<file path="config.mk">
export PLATFORM = sky130hd
export DESIGN_NAME = uart_hex_loader
export DESIGN_NICKNAME = d
export VERILOG_FILES = /design/src/rtl/uart_pkg.sv /design/src/rtl/hex_decode.sv /design/src/rtl/uart_hex_loader.sv
export SDC_FILE = /design/constraint.sdc
export NUM_CORES = 1
export LEC_CHECK = 0
export BUFFER_PORTS_ARGS = -buffer_cell sky130_fd_sc_hd__buf_2
export CORE_MARGIN = 2
export CORE_UTILIZATION = 56
export CTS_BUF_LIST = sky130_fd_sc_hd__clkbuf_8
export CTS_CLUSTER_SIZE = 40
export DETAILED_ROUTE_END_ITERATION = 7
export PLACE_DENSITY = 0.85
export SLEW_MARGIN = 20
export SYNTH_ARGS = -nofsm -noshare
export SYNTH_HDL_FRONTEND = slang
export SYNTH_HIERARCHICAL = 1
export SYNTH_SLANG_ARGS = --single-unit
</file>
<file path="constraint.sdc">
create_clock -name clk -period 2.62 [get_ports clk]
set_clock_uncertainty 0.1 [all_clocks]
set_input_delay 0.262 -clock clk [delete_from_list [all_inputs] [get_ports clk]]
set_output_delay 0.262 -clock clk [all_outputs]
set_load 0.01 [all_outputs]
</file>
<file path="src/rtl/uart_pkg.sv">
// Shared types and ASCII constants for the serial hex loader.
package uart_pkg;

    typedef enum logic [2:0] {
        S_FETCH,
        S_PARSE,
        S_WRITE,
        S_ERR,
        S_ACK,
        S_DONE
    } state_t;

    localparam logic [7:0] ASCII_SPACE = 8'h20;
    localparam logic [7:0] ASCII_CR    = 8'h0D;
    localparam logic [7:0] ASCII_LF    = 8'h0A;
    localparam logic [7:0] ASCII_Q_LO  = 8'h71;
    localparam logic [7:0] ASCII_Q_UP  = 8'h51;
    localparam logic [7:0] ASCII_DOT   = 8'h2E;
    localparam logic [7:0] ASCII_BANG  = 8'h21;
    localparam logic [7:0] ASCII_K     = 8'h4B;

    // Word separators: allowed only between complete words.
    function automatic logic is_sep(input logic [7:0] c);
        return (c == ASCII_SPACE) || (c == ASCII_CR) || (c == ASCII_LF);
    endfunction

    // Load terminator, either case.
    function automatic logic is_term(input logic [7:0] c);
        return (c == ASCII_Q_LO) || (c == ASCII_Q_UP);
    endfunction

endpackage

</file>
<file path="src/rtl/hex_decode.sv">
// Combinational ASCII hex digit decoder (0-9, a-f, A-F).
module hex_decode (
    input  logic [7:0] ascii,
    output logic [3:0] nibble,
    output logic       is_hex
);

    // Letters map through their low nibble: 'A'/'a' = x1 -> 1 + 9 = 10.
    always_comb begin
        nibble = 4'h0;
        is_hex = 1'b0;
        if (ascii >= 8'h30 && ascii <= 8'h39) begin
            is_hex = 1'b1;
            nibble = ascii[3:0];
        end else if ((ascii >= 8'h41 && ascii <= 8'h46) ||
                     (ascii >= 8'h61 && ascii <= 8'h66)) begin
            is_hex = 1'b1;
            nibble = ascii[3:0] + 4'd9;
        end
    end

endmodule

</file>
<file path="src/rtl/uart_hex_loader.sv">
// Pops ASCII hex from the UART receive FIFO, assembles words MSB-first,
// writes them to memory at an auto-incrementing address and acknowledges
// each word / error / terminator with one character on the transmit FIFO.
module uart_hex_loader #(
    parameter int ADDR_WIDTH = 10,
    parameter int DATA_WIDTH = 32
) (
    input  logic                  clk,
    input  logic                  reset,
    input  logic                  rx_empty,
    input  logic [7:0]            r_data,
    output logic                  rd_uart,
    input  logic                  tx_full,
    output logic                  wr_uart,
    output logic [7:0]            w_data,
    output logic                  mem_we,
    output logic [ADDR_WIDTH-1:0] mem_addr,
    output logic [DATA_WIDTH-1:0] mem_wdata,
    output logic                  done,
    output logic                  err
);
    import uart_pkg::*;

    localparam int DIGITS = DATA_WIDTH / 4;
    localparam int CNT_W  = $clog2(DIGITS + 1);
    localparam logic [CNT_W-1:0] LAST_DIGIT = CNT_W'(DIGITS - 1);

    state_t                state_q, state_nxt;
    logic [7:0]            byte_q;
    logic [DATA_WIDTH-1:0] word_q;
    logic [CNT_W-1:0]      cnt_q;
    logic [ADDR_WIDTH-1:0] addr_q;
    logic [7:0]            ack_q, ack_nxt;
    logic                  ack_ld;
    logic                  term_q, term_set;
    logic                  err_q;
    logic                  shift_en;

    logic [3:0]            nibble;
    logic                  is_hex;

    hex_decode u_hex_decode (
        .ascii  (byte_q),
        .nibble (nibble),
        .is_hex (is_hex)
    );

    // State register.
    always_ff @(posedge clk or posedge reset) begin
        if (reset) state_q <= S_FETCH;
        else       state_q <= state_nxt;
    end

    // Next-state decode and single-cycle strobes. Reset gates the pop so
    // every output reads 0 while reset is held.
    always_comb begin
        state_nxt = state_q;
        rd_uart   = 1'b0;
        mem_we    = 1'b0;
        wr_uart   = 1'b0;
        shift_en  = 1'b0;
        ack_ld    = 1'b0;
        ack_nxt   = ack_q;
        term_set  = 1'b0;
        case (state_q)
            S_FETCH: begin
                if (!rx_empty && !reset) begin
                    rd_uart   = 1'b1;
                    state_nxt = S_PARSE;
                end
            end
            S_PARSE: begin
                if (is_hex) begin
                    shift_en  = 1'b1;
                    state_nxt = (cnt_q == LAST_DIGIT) ? S_WRITE : S_FETCH;
                end else if (is_sep(byte_q)) begin
                    state_nxt = (cnt_q == '0) ? S_FETCH : S_ERR;
                end else if (is_term(byte_q)) begin
                    if (cnt_q == '0) begin
                        ack_ld    = 1'b1;
                        ack_nxt   = ASCII_K;
                        term_set  = 1'b1;
                        state_nxt = S_ACK;
                    end else begin
                        state_nxt = S_ERR;
                    end
                end else begin
                    state_nxt = S_ERR;
                end
            end
            S_WRITE: begin
                mem_we    = 1'b1;
                ack_ld    = 1'b1;
                ack_nxt   = ASCII_DOT;
                state_nxt = S_ACK;
            end
            S_ERR: begin
                ack_ld    = 1'b1;
                ack_nxt   = ASCII_BANG;
                state_nxt = S_ACK;
            end
            S_ACK: begin
                // Hold here under backpressure; nothing is popped meanwhile.
                if (!tx_full) begin
                    wr_uart   = 1'b1;
                    state_nxt = term_q ? S_DONE : S_FETCH;
                end
            end
            S_DONE: begin
                state_nxt = S_DONE;
            end
            default: begin
                state_nxt = S_FETCH;
            end
        endcase
    end

    // Latch the popped byte for classification in the following cycle.
    always_ff @(posedge clk or posedge reset) begin
        if (reset)        byte_q <= 8'h00;
        else if (rd_uart) byte_q <= r_data;
    end

    // Word assembly and digit count; an error discards the partial word.
    always_ff @(posedge clk or posedge reset) begin
        if (reset) begin
            word_q <= '0;
            cnt_q  <= '0;
        end else if (state_q == S_ERR) begin
            word_q <= '0;
            cnt_q  <= '0;
        end else if (state_q == S_WRITE) begin
            cnt_q  <= '0;
        end else if (shift_en) begin
            word_q <= {word_q[DATA_WIDTH-5:0], nibble};
            cnt_q  <= cnt_q + 1'b1;
        end
    end

    // Write address advances after each write and wraps naturally.
    always_ff @(posedge clk or posedge reset) begin
        if (reset)                    addr_q <= '0;
        else if (state_q == S_WRITE)  addr_q <= addr_q + 1'b1;
    end

    // Pending ack byte and terminate flag.
    always_ff @(posedge clk or posedge reset) begin
        if (reset) begin
            ack_q  <= 8'h00;
            term_q <= 1'b0;
        end else begin
            if (ack_ld)   ack_q  <= ack_nxt;
            if (term_set) term_q <= 1'b1;
        end
    end

    // Sticky error flag.
    always_ff @(posedge clk or posedge reset) begin
        if (reset)                  err_q <= 1'b0;
        else if (state_q == S_ERR)  err_q <= 1'b1;
    end

    assign w_data    = wr_uart ? ack_q : 8'h00;
    assign mem_addr  = addr_q;
    assign mem_wdata = word_q;
    assign done      = (state_q == S_DONE);
    assign err       = err_q;

endmodule
</file>
==> run_results.csv <==
group,metric,value,unit
sta,slew_headroom,58.08,%
clock_network,clk_pin_slew_worst_paths,0.07,ns
power,intPower,0.001998,W
global_route,grt_max_degree,68,
power,p_sw_share,36.30,%
placed_design,place.gp.congestion,0.8222,
critical_path,worstPathMaxFanout,67,
sta,finalSetupViolCount,0,
power,seq_power_share,47.3,%
synth,yosys.area_share.simple,21.69,%
synth,ys_ff_latch,64,
routing,drtAntennaViolNets,0,
placed_design,dp_hpwl,4.062,mm
critical_path,rrSetupSlack,0.25,ns
critical_path,crit_required,2.72,ns
global_route,grt.total_usage,21.81,%
clock_network,cts_max_level,3,
placed_design,io_buffers,64,
finish,nets,381,
floorplanning,die_height,77.12,µm
critical_path,criticalPathCategory,"register to register",
global_route,grt_pass1_wl,10.40,mm
synth,synthCells,299,
placed_design,pre_cts_ws,0.2735,ns
synth,avgSynthCellArea,10.01,µm²
synth,async_flop_share,100.0,%
finish,final_area,3546,µm²
routing,via_per_inst,5.363,
placed_design,placed_area,3369,µm²
finish,layout-drive-gt1-share,28.26,%
sta,slew_viol_final,0,
clock_network,cts_root_buf,"clkbuf_8",
clock_network,worstSkewPairLatency,0.33,ns
routing,wl,5.935,mm
power,p_per_area,884.4,nW/µm²
sta,min_period_over_period,90.47,%
critical_path,critPathCaptureType,"register",
critical_path,worstSetupStartpointType,"register",
floorplanning,io_pins,67,
clock_network,post_cts_buffers,0,
critical_path,arrival,2.47,ns
synth,synth-adder-area-share,2.507,%
worst_hold_path,hold_path_class,"primary input to register",
synth,syn_area,2994,µm²
sta,final.setup.tns,0,ns
sta,hold_viol,0,
routing,drt_iter0_drc,177,
clock_network,cts_sinks,64,
power,worst_ir_drop_vdd,0.5754,mV
routing,firstDrtPassIters,4,
clock_network,cts_tree,"built",
power,power_frac_clock,22.8,%
floorplanning,die_area,5947,µm²
finish,final_common_cell,"nand2_1",
sta,rsz0062_at_grt,"false",
power,combPwrFrac,29.9,%
flow_run,max_cap_viol_count,0,
finish,utilization,68.99,%
floorplanning,fp.dieW,77.12,µm
global_route,grt_pass1_vias,2376,
sta,worst_slew_pin_slew,0.6278,ns
synth,synth_mux_area_share,3.719,%
routing,vias,2349,
sta,fin_crit,2.370,ns
status,status,"completed",
global_route,antenna_found_initial,0,
routing,drc,0,
sta,setup_slack,0.2496,ns
synth,synth_edf_count,0,
finish,antenna_cells,0,
global_route,gr-total-overflow,0,
finish,fillers,430,
synth,post_synth_xor_area_fraction,3.510,%
synth,synth_flop_cell,"dfrtp_1",
floorplanning,start_util,58.25,%
floorplanning,core_area,5140,µm²
synth,synth_top_family_by_area,"simple AND/OR/NAND/NOR gates",
power,p_leak,1.737,nW
routing,wl_per_cell,13.55,µm
synth,synth-warning-count,6,
sta,max_freq,421.9,MHz
synth,yosysUniqueCellTypes,46,
synth,synth_compound_area_share,10.32,%
clock_network,ctsLongestPathBuffers,2,
floorplanning,fp-row-count,26,
power,p_switching,0.001138,W
finish,area_growth_syn_to_layout,18.43,%
synth,seq_area_frac_synth,53.49,%
clock_network,cts_buffers,9,
finish,mostFrequentLayoutCells,"nand2_1 (70), dfrtp_1 (64), buf_2 (64)",
power groups by stage:
stage | logic (W) | clock network (W) | registers (W)
after detailed placement | 0.000938 | 0 | 0.00150
final | 0.000937 | 0.000716 | 0.00148
after CTS | 0.000944 | 0.000731 | 0.00148
after global placement | 0.000892 | 0 | 0.00149
after global routing | 0.00105 | 0.000783 | 0.00152
after floorplan | 0.000721 | 0 | 0.00142
area by class of cell:
type	instances	area, µm²	share of cell area, %
flip-flops and latches	64	1602	45.17
multi-input cells	208	1272	35.89
repair buffers	70	380.4	10.73
clock buffers	10	137.6	3.881
well taps	70	87.58	2.470
inverters	10	37.54	1.059
clock inverters	6	28.78	0.8116
state kept, by name (all words and copies together) (netlist names):
signal,flops
state_q,3
mem_wdata,32
err,1
mem_addr,10
term_q,1
cnt_q,4
byte_q,8
ack_q,5
Yosys cell counts (3+ instances only):
library cell,n,area [µm²]
nand2_1,70,262.8
dfrtp_1,64,1602
o21ai_0,38,190.2
inv_1,10,37.54
buf_2,9,45.04
mux2_2,9,101.4
nand3_1,9,45.04
nand2b_1,7,43.79
xnor2_1,7,61.31
buf_4,6,45.04
ha_1,6,75.07
nor2_1,6,22.52
nor4_1,6,37.54
a21oi_1,5,25.02
xor2_1,5,43.79
clkbuf_1,3,11.26
per-layer routing:
metal	GRT usage, %	share of wire [%]
met4	10.54	1.2
met5	0	0
met1	27.00	43
met3	4.824	5.2
met2	36.17	51
worst paths after layout:
path,endpoint,startpoint,cells after the start
setup / recovery,cnt_q[1]$_DFFE_PP0P_,byte_q[0]$_DFFE_PP0P_,10
hold / removal,byte_q[0]$_DFFE_PP0P_,r_data[0],2
setup reg to reg,cnt_q[1]$_DFFE_PP0P_,byte_q[0]$_DFFE_PP0P_,10
hold reg to reg,err$_DFFE_PP0P_,err$_DFFE_PP0P_,1
max in group asynchronous,mem_wdata[0]$_DFFE_PP0P_,reset,4
min in group asynchronous,ack_q[5]$_DFFE_PP0P_,reset,3
timing repair:
action                                 4_1_cts  5_1_grt
endpoints found under the hold margin       29        0
hold buffers                                 1        0
resized for setup                            0        0
setup endpoints to repair                    0        0
cell families after synthesis:
| group | count (synthesis) |
|---|---|
| mux | 10 |
| flops | 64 |
| fa+ha+maj | 6 |
| xor+xnor | 12 |
| simple gates | 123 |
| other cells | 1 |
| compound gates | 55 |
| buf+inv | 28 |
worst max-delay path, stage by stage, from the launching register on:
cell and delay (ns):
dfrtp_1 0.45, inv_1 0.11, ha_1 0.24, nand2b_1 0.10, o211ai_1 0.15, nand2_1 0.16, nor4bb_4 0.41, buf_12 0.29
nor2_1 0.06, a21oi_1 0.11, nor2_1 0.05
per-stage QoR:
stage                     std cells  hold WS [ns]  power, W
after floorplan                 300        0.3137  0.002146
after global placement          421        0.2965  0.002380
after detailed placement        421        0.3008  0.002434
after CTS                       438       0.04874  0.003159
after global routing            438       0.05976  0.003351
final                           438       0.05738  0.003136
(Power assumes the default switching activity.)
